===== src/rtl/matrix_scan.sv =====
// Row-at-a-time scanner for a 16x16 LED matrix driven by row/column shift registers.
// Optional MATRIX_BRIGHTNESS_EN adds a 2-bit brightness input that trims OEB within DISPLAY.
module matrix_scan #(
  parameter int CLKDIV           = 1,
  parameter int SCREENTIMERWIDTH = 10
) (
  input  logic        clk,
  input  logic        reset_n,
  input  logic        enable,
`ifdef MATRIX_BRIGHTNESS_EN
  input  logic [1:0]  brightness,
`endif
  input  logic [15:0] fb_data,
  output logic [3:0]  fb_addr,
  output logic        fb_rd,
  output logic        RCLK,
  output logic        RSDI,
  output logic        CSDI,
  output logic        CCLK,
  output logic        LE,
  output logic        OEB,
  output logic        frame_done,
  output logic        busy
);

  localparam int              TW       = SCREENTIMERWIDTH;
  localparam logic [3:0]      DIV_LAST = 4'(CLKDIV - 1);
  localparam logic [TW-1:0]   TMR_ONE  = TW'(1);

  typedef enum logic [2:0] {
    S_IDLE,
    S_FETCH,
    S_SHIFT,
    S_LATCH,
    S_DISPLAY
  } state_t;

  state_t          state_q, state_d;
  logic [3:0]      row_q, row_d;
  logic            fcnt_q, fcnt_d;
  logic [3:0]      div_q, div_d;
  logic            phase_q, phase_d;
  logic [3:0]      slot_q, slot_d;
  logic [15:0]     shreg_q, shreg_d;
  logic [TW-1:0]   tmr_q, tmr_d;
  logic            frame_d;
  logic            lit_d;
`ifdef MATRIX_BRIGHTNESS_EN
  logic [1:0]      bright_q, bright_d;
  logic [TW:0]     lim_d;
`endif

  logic [3:0]      fb_addr_d;
  logic            fb_rd_d, rclk_d, rsdi_d, csdi_d, cclk_d, le_d, oeb_d, busy_d;
  logic            in_shift_d;

  always_comb begin
    state_d = state_q;
    row_d   = row_q;
    fcnt_d  = fcnt_q;
    div_d   = div_q;
    phase_d = phase_q;
    slot_d  = slot_q;
    shreg_d = shreg_q;
    tmr_d   = tmr_q;
    frame_d = 1'b0;
`ifdef MATRIX_BRIGHTNESS_EN
    bright_d = bright_q;
`endif
    unique case (state_q)
      S_IDLE: begin
        if (enable) begin
          state_d = S_FETCH;
          fcnt_d  = 1'b0;
        end
      end
      S_FETCH: begin
        if (!fcnt_q) begin
          fcnt_d = 1'b1;
        end else begin
          shreg_d = fb_data;
          state_d = S_SHIFT;
          div_d   = 4'd0;
          phase_d = 1'b0;
          slot_d  = 4'd0;
        end
      end
      S_SHIFT: begin
        // Each bit slot is CLKDIV cycles low then CLKDIV cycles high.
        if (div_q == DIV_LAST) begin
          div_d = 4'd0;
          if (!phase_q) begin
            phase_d = 1'b1;
          end else begin
            phase_d = 1'b0;
            if (slot_q == 4'd15) begin
              state_d = S_LATCH;
            end else begin
              slot_d  = slot_q + 4'd1;
              shreg_d = {shreg_q[14:0], 1'b0};
            end
          end
        end else begin
          div_d = div_q + 4'd1;
        end
      end
      S_LATCH: begin
        if (div_q == DIV_LAST) begin
          state_d = S_DISPLAY;
          div_d   = 4'd0;
          tmr_d   = '0;
`ifdef MATRIX_BRIGHTNESS_EN
          bright_d = brightness;
`endif
        end else begin
          div_d = div_q + 4'd1;
        end
      end
      S_DISPLAY: begin
        // Row advances even when stopping, so a later restart resumes on the next row.
        if (&tmr_q) begin
          row_d   = row_q + 4'd1;
          frame_d = (row_q == 4'd15);
          fcnt_d  = 1'b0;
          state_d = enable ? S_FETCH : S_IDLE;
        end else begin
          tmr_d = tmr_q + TMR_ONE;
        end
      end
      default: state_d = S_IDLE;
    endcase
  end

  // Outputs are decoded from the next state so the registered pins line up with state_q.
  always_comb begin
`ifdef MATRIX_BRIGHTNESS_EN
    lim_d = ({{(TW-1){1'b0}}, bright_d} + {{TW{1'b0}}, 1'b1}) << (TW - 2);
    lit_d = ({1'b0, tmr_d} < lim_d);
`else
    lit_d = 1'b1;
`endif
    in_shift_d = (state_d == S_SHIFT);
    fb_rd_d    = (state_d == S_FETCH) && !fcnt_d;
    fb_addr_d  = (state_d == S_FETCH) ? row_d : 4'd0;
    cclk_d     = in_shift_d && phase_d;
    csdi_d     = in_shift_d && shreg_d[15];
    rclk_d     = in_shift_d && (slot_d == 4'd0) && phase_d;
    rsdi_d     = in_shift_d && (slot_d == 4'd0) && (row_d == 4'd0);
    le_d       = (state_d == S_LATCH);
    oeb_d      = !((state_d == S_DISPLAY) && lit_d);
    busy_d     = (state_d != S_IDLE);
  end

  always_ff @(posedge clk) begin
    if (!reset_n) begin
      state_q    <= S_IDLE;
      row_q      <= 4'd0;
      fcnt_q     <= 1'b0;
      div_q      <= 4'd0;
      phase_q    <= 1'b0;
      slot_q     <= 4'd0;
      tmr_q      <= '0;
`ifdef MATRIX_BRIGHTNESS_EN
      bright_q   <= 2'd0;
`endif
      fb_addr    <= 4'd0;
      fb_rd      <= 1'b0;
      RCLK       <= 1'b0;
      RSDI       <= 1'b0;
      CSDI       <= 1'b0;
      CCLK       <= 1'b0;
      LE         <= 1'b0;
      OEB        <= 1'b1;
      frame_done <= 1'b0;
      busy       <= 1'b0;
    end else begin
      state_q    <= state_d;
      row_q      <= row_d;
      fcnt_q     <= fcnt_d;
      div_q      <= div_d;
      phase_q    <= phase_d;
      slot_q     <= slot_d;
      tmr_q      <= tmr_d;
`ifdef MATRIX_BRIGHTNESS_EN
      bright_q   <= bright_d;
`endif
      fb_addr    <= fb_addr_d;
      fb_rd      <= fb_rd_d;
      RCLK       <= rclk_d;
      RSDI       <= rsdi_d;
      CSDI       <= csdi_d;
      CCLK       <= cclk_d;
      LE         <= le_d;
      OEB        <= oeb_d;
      frame_done <= frame_d;
      busy       <= busy_d;
    end
  end

  // Pixel data needs no reset; it is always reloaded in FETCH before use.
  always_ff @(posedge clk) begin
    shreg_q <= shreg_d;
  end

endmodule

===== config.mk =====
export PLATFORM = sky130hd
export DESIGN_NAME = matrix_scan
export DESIGN_NICKNAME = d
export VERILOG_FILES = /design/src/rtl/matrix_scan.sv
export SDC_FILE = /design/constraint.sdc
export NUM_CORES = 1
export LEC_CHECK = 0
export ABC_AREA = 1
export BUFFER_PORTS_ARGS = -buffer_cell sky130_fd_sc_hd__buf_2
export CAP_MARGIN = 40
export CORE_MARGIN = 2
export CORE_UTILIZATION = 50
export DETAILED_ROUTE_END_ITERATION = 12
export PLACE_DENSITY = 0.73
export SYNTH_ARGS = -nofsm -noshare
export SYNTH_HDL_FRONTEND = slang
export SYNTH_SLANG_ARGS = --single-unit

===== constraint.sdc =====
create_clock -name clk -period 1.6 [get_ports clk]
set_clock_uncertainty 0.15 [all_clocks]
set_input_delay 0.16 -clock clk [delete_from_list [all_inputs] [get_ports clk]]
set_output_delay 0.16 -clock clk [all_outputs]
set_load 0.005 [all_outputs]

# Yosys cells after proc, flatten, opt, wreduce, memory -nomap -nowiden
# Cells that the tools add are included.
dict set report totals {
  regBits 56
  elab_cells 96
}
dict set report op_classes {
  addsub 4
  n_eq_ne 16
  n_mux 34
  reduce_logical 23
}
# op count
set op_table {}
lappend op_table {{16-bit 2-to-1 mux} 4}
lappend op_table {{4-bit 2-to-1 mux} 8}
lappend op_table {{16-bit case mux with 2 select lines} 1}
lappend op_table {{3-bit 2-to-1 mux} 7}
lappend op_table {{10-bit 2-to-1 mux} 2}
lappend op_table {{10-bit case mux with 2 select lines} 1}
lappend op_table {{4-bit case mux with 2 select lines} 2}
lappend op_table {{3-bit case mux with 5 select lines} 1}
lappend op_table {{4-bit by 1-bit adder with 4-bit output (second input constant)} 3}
lappend op_table {{3-bit by 2-bit == test with 1-bit output (second input constant)} 4}
lappend op_table {{4-bit zero test} 3}
lappend op_table {{2-bit != test (second input constant)} 6}
lappend op_table {{12-bit AND reduction} 1}
lappend op_table {{10-bit by 1-bit adder with 10-bit output (second input constant)} 1}
lappend op_table {{10-bit AND reduction} 1}
lappend op_table {{4-bit == test (second input constant)} 2}
lappend op_table {{3-bit by 1-bit == test with 1-bit output (second input constant)} 2}
lappend op_table {{3-bit == test (second input constant)} 2}
lappend op_table {{1-bit logical AND} 6}
lappend op_table {{1-bit 2-to-1 mux} 6}
lappend op_table {{2-bit nonzero test} 3}
lappend op_table {{5-bit AND reduction} 1}
lappend op_table {{2-bit AND reduction} 2}
lappend op_table {{3-bit zero test} 1}
lappend op_table {{6 further kinds} 7}

# Depth between registers and ports, before layout
# Gate-level depths: netlist of run 1.
dict set report depth {
  word_depth 8
  depth_mapped 12
  depth_no_buf 12
}

# Least setup slack after synthesis of run 1
# No wires, ideal clock.
dict set report synth_timing {
  path_kind {register to register}
  from {register div_q[0]}
  to {register shreg_q[0] (enable)}
  setup_time_ns 0.359
  t_arrival_ns 1.255
  t_required_ns 1.091
  path_slack_ns -0.164
  path_stages_with_launch 7
  n_path_buf 0
  cell_sequence {dfxtp_1 inv_1 ha_1 nand4_1 nand2_1 nand3_2 inv_1}
}
dict set report synth_via {
  elab_chain_len 3
}
# item line
set synth_lines {}
lappend synth_lines {{start, declared} 41} ;# logic [3:0] div_q, div_d;
lappend synth_lines {{start signal, assigned} 180} ;# div_q <= div_d;
lappend synth_lines {{4-bit zero test} 90} ;# if (div_q == DIV_LAST) begin
lappend synth_lines {{2-bit != test (no line)} --}
lappend synth_lines {{5-bit AND reduction (no line)} --}
lappend synth_lines {{end signal, assigned} 202} ;# shreg_q <= shreg_d;
lappend synth_lines {{end, declared} 44} ;# logic [15:0] shreg_q, shreg_d;
# No other way between the ends.
# A chain may end at the register's enable or synchronous reset.

# Worst setup path after layout of run 1
dict set report layout_timing {
  from {register div_q[0]}
  to {register RSDI}
}
dict set report layout_via {
  elab_chain_len 6
  elab_cells_between_ends 10
  cone_classes {eq/ne: 1; mux: 5; reduce/logical: 4}
}
# item line
set layout_lines {}
lappend layout_lines {{4-bit zero test *} {90, 108}}
lappend layout_lines {{3-bit 2-to-1 mux (tied with other cells)} 108} ;# if (div_q == DIV_LAST) begin
lappend layout_lines {{3-bit case mux with 5 select lines or 4-bit case mux with 2 select lines (tied branches)} 70} ;# unique case (state_q)
lappend layout_lines {{3-bit by 2-bit == test with 1-bit output or 4-bit zero test (tied branches)} {142, 148}}
lappend layout_lines {{1-bit logical AND * (2 in a row)} 148} ;# rsdi_d = in_shift_d && (slot_d == 4'd0) && (row_d == 4'd0);
lappend layout_lines {{end signal, assigned} 190} ;# RSDI <= rsdi_d;
lappend layout_lines {{end, declared} 17} ;# output logic RSDI,
# Every way passes the cells marked *; elsewhere a longest branch is shown, timed or not.

==> impl_metrics.csv, run 1 <==
group,metric,value,unit
placement,pre_cts_ws,-163,ps
sta,final_max_slew_viol_count,0,
drt,top_layer_used,"met4",
floorplan,die_y,75.7,um
grt,grt_usage,21.9,%
sta,worstMarginPinSlew,273,ps
drt,viasPerCell,5.15,
status,violations,"setup timing",
setup_path,path_max_fanout,3,
yosys,yosysWarnings,0,
layout,area_growth,43.1,%
layout,final_cell_mix,"nand2_1, buf_4, inv_1",
sta,hold_viol_final,0,
sta,period_minus_slack,1750,ps
setup_path,path_cells,"inv_2 > ha_4 > nand3_1 > nand2_1 > nand3_1 > nor2_4 > nand2_4 > nor2_2 > nand3_1 > nor2_1",
clock_network,cts_tree,"built",
clock_network,clkTransAtPathRegs,100,ps
sta,hold_slack,1.12,ps
drt,wirelength,6450,um
drt,wire_per_inst,13.5,um
power_and_ir_drop,vdd_drop_max,470,uV
yosys,synth_area_per_cell,8.10,sq um
setup_path,worstSetupPathType,"flop to flop",
floorplan,dieArea,5720,sq um
placement,place_congestion,0.835,
drt,met3_wirelength,227,um
yosys,synth_top_cell_area_share,32.0,%
setup_path,critPathRequiredTime,1700,ps
floorplan,start_util,50.9,%
layout,drive_gt1_share,40.2,%
drt,initialDrtViolationCount,154,
setup_path,arrival,1850,ps
clock_network,clk_path_buf_depth,2,
setup_path,cpMaxStageDelayCell,"dfxtp_2",
power_and_ir_drop,power.density,762,nW/um^2
drt,ant_nets,0,
sta,fmax,571,MHz
grt,grt_pass1_vias,2264,
yosys,netlist_area,2570,sq um
yosys,synth.yosys.seq_area_share,49.5,%
drt,drt_first_pass_iters,5,
setup_path,cpPeakStageDelay,340,ps
drt,drc,0,
yosys,synth_cell_types,30,
sta,slew_headroom,81.7,%
grt,grt_pass1_wl,9600,um
floorplan,ios,32,
placement,portBuffers,31,
setup_path,crit_path_start_kind,"flop",
setup_path,rrSetupSlack,-150,ps
setup_path,cp_common_cell,"nand3_1",
clock_network,clkSinkCount,56,
sta,setup_violations,43,
setup_path,cp_num_buf_inv,1,
layout,nNetsFinal,431,
clock_network,root_buffer,"clkbuf_8",
min_path,hp-class,"input pin to flop",
setup_path,crit_family,"simple AND/OR/NAND/NOR gates",
floorplan,design.core.area,5040,sq um
sta,rsz0062_at_grt,"yes",
clock_network,clock_latency,310,ps
floorplan,die_w,75.7,um
job,maxCapViolCount,0,
sta,finalCritPeriodShare,109,%
grt,grt-ovfl-total,0,
layout,diodes,0,
drt,drt-met1-wl,2720,um
clock_network,cts_htree_levels,2,
clock_network,numCtsBuffers,5,
yosys,syn_nets,341,
drt,dr_wl_met2,3370,um
yosys,yosys.area.top_type,"dfxtp_1",
setup_path,end_kind,"flop",
grt,antenna_found_initial,0,
yosys,netlist_top_cells_area,"dfxtp_1, edfxtp_1, nand2_1, inv_1, nor2_1",
yosys,synthCells,317,
drt,vias,2463,
floorplan,placementRows,26,
yosys,yosys_register_bits,56,
status,status,"finished with violations",
power_and_ir_drop,leakage,1.54,nW
layout,final_common_cell,"nand2_1",
grt,grt_max_degree,19,
placement,dp_hpwl,4080,um
sta,setup_ws,-150,ps
## worst reg2reg max path, stage by stage, from the launching register on
cell and delay (ps):
dfxtp_2 340, inv_2 70, ha_4 130, nand3_1 150
nand2_1 130, nand3_1 160, nor2_4 160, nand2_4 70
nor2_2 130, nand3_1 110, nor2_1 100
## synthesized netlist by cell type
| library cell | number |
|---|---|
| nor2_1 | 45 |
| nor3_2 | 1 |
| nand2_1 | 67 |
| ha_1 | 5 |
| o21ai_1 | 1 |
| buf_2 | 4 |
| o31ai_1 | 1 |
| buf_6 | 2 |
| nor2_4 | 2 |
| and2_1 | 1 |
| nand3_1 | 20 |
| inv_1 | 45 |
| o21ai_0 | 10 |
| clkinv_2 | 1 |
| clkbuf_1 | 1 |
| a21oi_1 | 18 |
| o21bai_1 | 1 |
| dfxtp_1 | 41 |
| a32o_1 | 14 |
| nor3_1 | 2 |
| edfxtp_1 | 15 |
| o211a_1 | 1 |
| nand2_2 | 4 |
| nor4_1 | 1 |
| nand4_1 | 8 |
| nand3_2 | 1 |
| nor3_4 | 1 |
| inv_2 | 2 |
| a211oi_2 | 1 |
| nor2_2 | 1 |
## through the flow
stage               area, sq um  TNS [ps]  cells  util, %  power, mW
floorplan                  2590         0    317        -       1.67
global placement           3080     -1630    449     61.1       1.77
detailed placement         3080     -2960    449     61.1       1.78
CTS                        3520      -451    473     69.8       2.78
global route               3670     -6580    478     72.9       2.89
finish                     3670     -2210    478     72.9       2.80
## layer usage
| layer | up-vias | GRT usage, % |
|---|---|---|
| li1 | 1225 | - |
| met1 | 1168 | 24.1 |
| met2 | 56 | 40.8 |
| met3 | 14 | 4.23 |
| met4 | 0 | 9.16 |
| met5 | - | 0 |
## cell type report
type	instances	area, sq um
timing repair buffer	89	654
multi-input combinational	207	1330
tap	70	87.6
clock buffer	8	123
sequential	56	1290
fill	359	1370
inverter	48	189
## repair_timing
item / in CTS / in global routing
resized for setup: 51 / 34
pin swaps: 24 / 22
hold buffers: 9 / 0
setup endpoints to repair: 52 / 58
hold endpoints to repair: 9 / 0
buffers inserted: 6 / 5
cloned: 1 / 1
## power by group
part / total [mW] / switching, mW / internal [mW]
combinational: 0.315 / 0.170 / 0.144
clock: 0.960 / 0.460 / 0.500
sequential: 1.53 / 0.0272 / 1.50
total: 2.80 / 0.657 / 2.14
## path summary, 6_finish.rpt
check                   startpoint                    end  depth (start not counted)
min reg2reg  tmr_q[9]$_SDFFE_PN0P_  tmr_q[9]$_SDFFE_PN0P_                          2
min                    fb_data[15]    shreg_q[15]$_DFF_P_                          5
max reg2reg  div_q[0]$_SDFFE_PN0P_        RSDI$_SDFF_PN0_                         10
max          div_q[0]$_SDFFE_PN0P_        RSDI$_SDFF_PN0_                         10
## sequential cells by signal (all words and copies together), names as in the netlist, 3 cells and up
register and count:
shreg_q 16, tmr_q 10, div_q 4, fb_addr 4, row_q 4, slot_q 4, state_q 3
## logic make-up (layout without fill, tap and decap cells)
kind of cell	after synthesis	in the layout	share of synthesized area, %
AO/OA/AOI/OAI	47	47	12.6
adder cells (fa/ha/maj)	5	5	2.44
buffers and inverters	55	145	8.87
flip-flops	56	56	49.5
AND/OR/NAND/NOR	154	155	26.6
Note: power is estimated with default switching activity, not from simulation.
==> run 2: changes to the inputs <==
--- a/config.mk
+++ b/config.mk
@@ -11,7 +11,8 @@
 export CORE_MARGIN = 2
 export CORE_UTILIZATION = 50
 export DETAILED_ROUTE_END_ITERATION = 12
-export PLACE_DENSITY = 0.73
+export PLACE_DENSITY = 0.7
 export SYNTH_ARGS = -nofsm -noshare
 export SYNTH_HDL_FRONTEND = slang
 export SYNTH_SLANG_ARGS = --single-unit
+export TNS_END_PERCENT = 30
==> constraint.sdc (replaced) <==
create_clock -name clk -period 1.71 [get_ports clk]
set_clock_uncertainty 0.15 [all_clocks]
set_input_delay 0.171 -clock clk [delete_from_list [all_inputs] [get_ports clk]]
set_output_delay 0.171 -clock clk [all_outputs]
set_load 0.005 [all_outputs]
==> run 2 against run 1 <==
The run still ends with setup timing left. Global-route usage is 1.7 points lower. Flip-flop and latch count stayed put. First-iteration DRC count is 21% lower. Critical path depth is 1 higher. Final cell count is 1.7% lower. Setup slack better by 110 ps. Sequential share of layout area is 1.9 points higher. Register-to-register slack better by 110 ps. Combinational power is 14% lower. Utilization is 3.8 points lower. Non-clock buffer count is 8 lower. Total power is 9.1% lower.
==> impl_metrics.csv, run 2 (synthesis gave the netlist of run 1 again) <==
group,metric,value,unit
floorplan,ios,32,
sta,hold_viol_final,0,
setup_path,crit_path_start_kind,"flop",
floorplan,die_y,75.7,um
sta,rsz0062_at_grt,"yes",
drt,drt-met1-wl,2480,um
setup_path,r2r_cells,11,
setup_path,end_kind,"flop",
clock_network,clkTransAtPathRegs,100,ps
setup_path,path_max_fanout,6,
drt,dr_wl_met2,3230,um
layout,area_growth,35.7,%
layout,largest_register_ffs,16,
drt,top_layer_used,"met4",
setup_path,cpPeakStageDelay,340,ps
grt,grt_max_degree,18,
clock_network,root_buffer,"clkbuf_8",
placement,dp_hpwl,4020,um
sta,hold_slack,11.7,ps
layout,nNetsFinal,423,
min_path,hp-start,"fb_data[3]",
sta,finalCritPeriodShare,102,%
grt,grt_usage,20.1,%
floorplan,placementRows,26,
sta,setup_ws,-35.0,ps
setup_path,path_cells,"inv_2 > ha_4 > nand4_1 > buf_4 > nor2_4 > nand2_2 > nand3_2 > nand2_1 > nor2_1 > nand2_1 > nor2_1",
clock_network,clock_latency,310,ps
power_and_ir_drop,leakage,1.48,nW
placement,portBuffers,31,
setup_path,cpMaxStageDelayCell,"dfxtp_2",
job,maxCapViolCount,0,
status,violations,"setup timing",
min_path,hp-class,"input pin to flop",
clock_network,cts_tree,"built",
layout,top_register,"shreg_q",
sta,worstMarginPinSlew,327,ps
grt,grt_pass1_wl,8750,um
setup_path,rrSetupSlack,-30,ps
floorplan,design.core.area,5040,sq um
clock_network,clkSinkCount,56,
min_path,hold_depth,2,
floorplan,start_util,50.9,%
sta,setup_violations,12,
status,status,"finished with violations",
clock_network,numCtsBuffers,5,
drt,vias,2387,
layout,diodes,0,
sta,slew_headroom,78.1,%
grt,grt-ovfl-total,0,
sta,final_max_slew_viol_count,0,
setup_path,arrival,1840,ps
drt,ant_nets,0,
placement,place_congestion,0.845,
min_path,hold_end,"shreg_q[3]$_DFFE_PP_",
layout,instances_no_fill,470,
drt,wire_per_inst,12.8,um
floorplan,die_w,75.7,um
clock_network,clk_path_buf_depth,2,
layout,final_common_cell,"nand2_1",
layout,final_cell_mix,"nand2_1, inv_1, buf_4",
layout,top_regs,"shreg_q (16), tmr_q (10)",
drt,viasPerCell,5.08,
power_and_ir_drop,power.density,730,nW/um^2
setup_path,reg2reg_to,"RCLK$_SDFF_PN0_",
grt,antenna_found_initial,0,
sta,fmax,573,MHz
sta,period_minus_slack,1740,ps
drt,wirelength,6040,um
layout,drive_gt1_share,35.5,%
power_and_ir_drop,vdd_drop_max,511,uV
clock_network,cts_htree_levels,2,
setup_path,worstSetupPathType,"flop to flop",
placement,dp.cells,442,
drt,drc,0,
drt,initialDrtViolationCount,122,
drt,drt_first_pass_iters,4,
floorplan,dieArea,5720,sq um
setup_path,critPathRequiredTime,1810,ps
grt,grt_pass1_vias,2188,
drt,met3_wirelength,169,um
setup_path,r2r-start,"div_q[0]$_SDFFE_PN0P_",
## run 2: cell count changes in the layout (fill, tap and decap cells not counted), sizes merged
cell         change
buf              -6
clkbuf           -4
bufinv           +1
clkinv           +1
clkinvlp         +1
dlygate4sd3      -1
## run 2: report_power, final
group	switching, mW	total, mW	internal (mW)
Clock	0.417	0.851	0.434
Sequential	0.0211	1.42	1.40
Combinational	0.150	0.270	0.121
Total	0.588	2.55	1.96
## run 2: how the worst max path moves through the flow
stage                          start               endpoint  slack [ps]  depth (start not counted)
2_1_floorplan  div_q[0]$_SDFFE_PN0P_   shreg_q[0]$_DFFE_PP_          30                          6
3_3_place_gp   tmr_q[0]$_SDFFE_PN0P_  tmr_q[8]$_SDFFE_PN0P_         -50                          9
3_5_place_dp    slot_q[0]$_SDFF_PN0_   shreg_q[1]$_DFFE_PP_         -90                          6
4_1_cts        div_q[0]$_SDFFE_PN0P_        RSDI$_SDFF_PN0_         -30                         10
5_1_grt        div_q[0]$_SDFFE_PN0P_        RSDI$_SDFF_PN0_        -160                         11
6_report       div_q[0]$_SDFFE_PN0P_        RCLK$_SDFF_PN0_         -30                         11
## run 2: worst max-delay path, delay by kind of cell (launching register included)
family | cells | cell delay, ps
and+or+nand+nor | 8 | 800
adders and majority gates | 1 | 130
DFF | 1 | 340
buffers and inverters | 2 | 270
## run 2: layer usage
layer / GRT usage [%] / vias to the layer above
met5: 0 / -
met4: 7.80 / 0
met3: 3.84 / 16
met2: 38.3 / 48
met1: 21.9 / 1112
li1: - / 1211
## run 2: area by class of cell
| class | count | area, sq um |
|---|---|---|
| Inverter | 48 | 186 |
| Multi-Input combinational cell | 207 | 1230 |
| Clock inverter | 3 | 42.5 |
| Sequential cell | 56 | 1290 |
| Fill cell | 408 | 1560 |
| Clock buffer | 5 | 68.8 |
| Tap cell | 70 | 87.6 |
| Timing Repair Buffer | 81 | 583 |
## run 2: through the flow
step           power [mW]  instance area (sq um)  setup TNS (ps)  setup slack (ps)  util (%)
2_1_floorplan        1.56                   2570               0              28.1         -
3_3_place_gp         1.65                   3010            -527             -48.2      59.8
3_5_place_dp         1.66                   3010           -1840             -92.7      59.8
4_1_cts              2.52                   3240           -53.5             -26.4      64.2
5_1_grt              2.63                   3480           -1510              -159      69.1
6_report             2.55                   3480            -158             -35.0      69.1
## run 2: what timing repair did
item | CTS | global route
gates resized for setup | 10 | 50
gates cloned | 0 | 1
pin swaps | 0 | 18
buffers inserted | 1 | 10
endpoints found under the hold margin | 6 | 2
hold buffers | 6 | 2
endpoints found under the setup margin | 37 | 49
==> run 3: changes to the inputs <==
--- a/config.mk
+++ b/config.mk
@@ -11,6 +11,7 @@
 export CORE_MARGIN = 2
 export CORE_UTILIZATION = 50
 export DETAILED_ROUTE_END_ITERATION = 12
+export MAX_ROUTING_LAYER = met4
 export PLACE_DENSITY = 0.7
 export SYNTH_ARGS = -nofsm -noshare
 export SYNTH_HDL_FRONTEND = slang
==> run 3 against run 2 <==
Die area unchanged. The flow still finishes with violations (setup timing). Highest routed layer unchanged. Sequential power about the same. First-iteration DRC count stayed put. Critical endpoint unchanged.
==> impl_metrics.csv, run 3 (synthesis gave the netlist of run 1 again) <==
group,metric,value,unit
job,maxCapViolCount,0,
placement,placed_cell_area,3010,sq um
min_path,hp-start,"fb_data[14]",
layout,diodes,0,
layout,largest_register_ffs,16,
placement,place_congestion,0.858,
clock_network,numCtsBuffers,5,
clock_network,clkSinkCount,56,
power_and_ir_drop,power.density,729,nW/um^2
grt,grt_pass1_wl,8750,um
floorplan,dieArea,5720,sq um
sta,fmax,574,MHz
clock_network,cts_tree,"built",
floorplan,start_util,50.9,%
min_path,hold_end,"shreg_q[14]$_DFFE_PP_",
sta,slew_headroom,78.2,%
layout,drive_gt1_share,35.5,%
drt,drt_first_pass_iters,4,
clock_network,clkTransAtPathRegs,100,ps
sta,finalCritPeriodShare,102,%
clock_network,root_buffer,"clkbuf_8",
grt,antenna_found_initial,0,
placement,dp_hpwl,4020,um
status,status,"finished with violations",
setup_path,r2r-start,"div_q[0]$_SDFFE_PN0P_",
drt,drc,0,
layout,final_common_cell,"nand2_1",
setup_path,critPathRequiredTime,1810,ps
drt,initialDrtViolationCount,122,
power_and_ir_drop,power,2.54,mW
drt,viasPerCell,5.04,
power_and_ir_drop,leakage,1.48,nW
setup_path,end_kind,"flop",
grt,grt_max_degree,18,
floorplan,ios,32,
drt,wirelength,6020,um
setup_path,path_max_fanout,6,
min_path,hp-class,"input pin to flop",
layout,nNetsFinal,423,
layout,final_cell_mix,"nand2_1, inv_1, buf_4",
sta,final_max_slew_viol_count,0,
layout,postLayoutCellArea,3480,sq um
setup_path,rrSetupSlack,-30,ps
layout,area_growth,35.7,%
sta,rsz0062_at_grt,"yes",
layout,top_register,"shreg_q",
setup_path,r2r_cells,11,
sta,period_minus_slack,1740,ps
floorplan,design.core.area,5040,sq um
sta,setup_ws,-33.5,ps
floorplan,die_w,75.7,um
setup_path,arrival,1840,ps
setup_path,crit_path_start_kind,"flop",
setup_path,worstSetupPathType,"flop to flop",
clock_network,clk_path_buf_depth,2,
placement,portBuffers,31,
drt,wire_per_inst,12.8,um
layout,top_regs,"shreg_q (16), tmr_q (10)",
drt,vias,2370,
setup_path,reg2reg_to,"RCLK$_SDFF_PN0_",
floorplan,die_y,75.7,um
drt,ant_nets,0,
layout,fin_util,69.1,%
grt,grt_pass1_vias,2191,
min_path,hold_depth,2,
grt,grt-ovfl-total,0,
sta,worstMarginPinSlew,327,ps
grt,grt_usage,20.8,%
clock_network,cts_htree_levels,2,
sta,hold_viol_final,0,
layout,nFillCells,408,
clock_network,clock_latency,300,ps
sta,setup_violations,12,
floorplan,placementRows,26,
status,violations,"setup timing",
power_and_ir_drop,vdd_drop_max,511,uV
## run 3: final cells by class
| type | count | area, sq um | share of cell area (%) |
|---|---|---|---|
| well taps | 70 | 87.6 | 2.51 |
| inverters | 48 | 186 | 5.35 |
| clock inverters | 3 | 42.5 | 1.22 |
| clock buffers | 5 | 68.8 | 1.97 |
| multi-input cells | 207 | 1230 | 35.3 |
| flip-flops and latches | 56 | 1290 | 36.9 |
| repair buffers | 81 | 583 | 16.7 |
## run 3: how the worst max path moves through the flow
stage	end	startpoint	slack, ps	cells after the start
after global routing	RSDI$_SDFF_PN0_	div_q[0]$_SDFFE_PN0P_	-160	11
after global placement	tmr_q[8]$_SDFFE_PN0P_	tmr_q[0]$_SDFFE_PN0P_	-50	9
after CTS	RSDI$_SDFF_PN0_	div_q[0]$_SDFFE_PN0P_	-30	10
after floorplan	shreg_q[0]$_DFFE_PP_	div_q[0]$_SDFFE_PN0P_	30	6
after detailed placement	shreg_q[1]$_DFFE_PP_	slot_q[0]$_SDFF_PN0_	-90	6
final	RCLK$_SDFF_PN0_	div_q[0]$_SDFFE_PN0P_	-30	11
## run 3: layer usage
metal	GRT usage, %	up-vias	part of all wire (%)
met1	21.9	1094	40
met4	7.80	0	2.8
li1	-	1204	-
met5	-	-	0
met2	38.3	54	53
met3	3.84	18	3.4
## run 3: power by group
group / total, mW / switching [mW] / internal [mW]
Combinational: 0.270 / 0.149 / 0.121
Clock: 0.846 / 0.412 / 0.434
Sequential: 1.42 / 0.0212 / 1.40
## run 3: what timing repair did
| item | 4_1_cts | 5_1_grt |
|---|---|---|
| setup buffers | 1 | 10 |
| hold buffers | 6 | 2 |
| setup endpoints to repair | 37 | 49 |
| pin swaps | 0 | 18 |
| gates resized for setup | 10 | 50 |
| gates cloned | 0 | 1 |
| hold endpoints to repair | 6 | 2 |
## run 3: worst max-delay path, stage by stage (launching register included)
cell and delay, ps:
dfxtp_2 340, inv_2 70, ha_4 130, nand4_1 150, buf_4 200, nor2_4 190
nand2_2 70, nand3_2 80, nand2_1 50, nor2_1 100, nand2_1 80, nor2_1 80
## run 3: stage by stage
step | setup TNS, ps | instances | hold WS, ps | setup WS [ps]
after floorplan | 0 | 317 | 212 | 28.1
after global placement | -527 | 442 | 287 | -48.2
after detailed placement | -1840 | 442 | 296 | -92.7
after CTS | -53.5 | 457 | 0.983 | -26.4
after global routing | -1530 | 470 | 3.04 | -159
final | -187 | 470 | 13.9 | -33.5
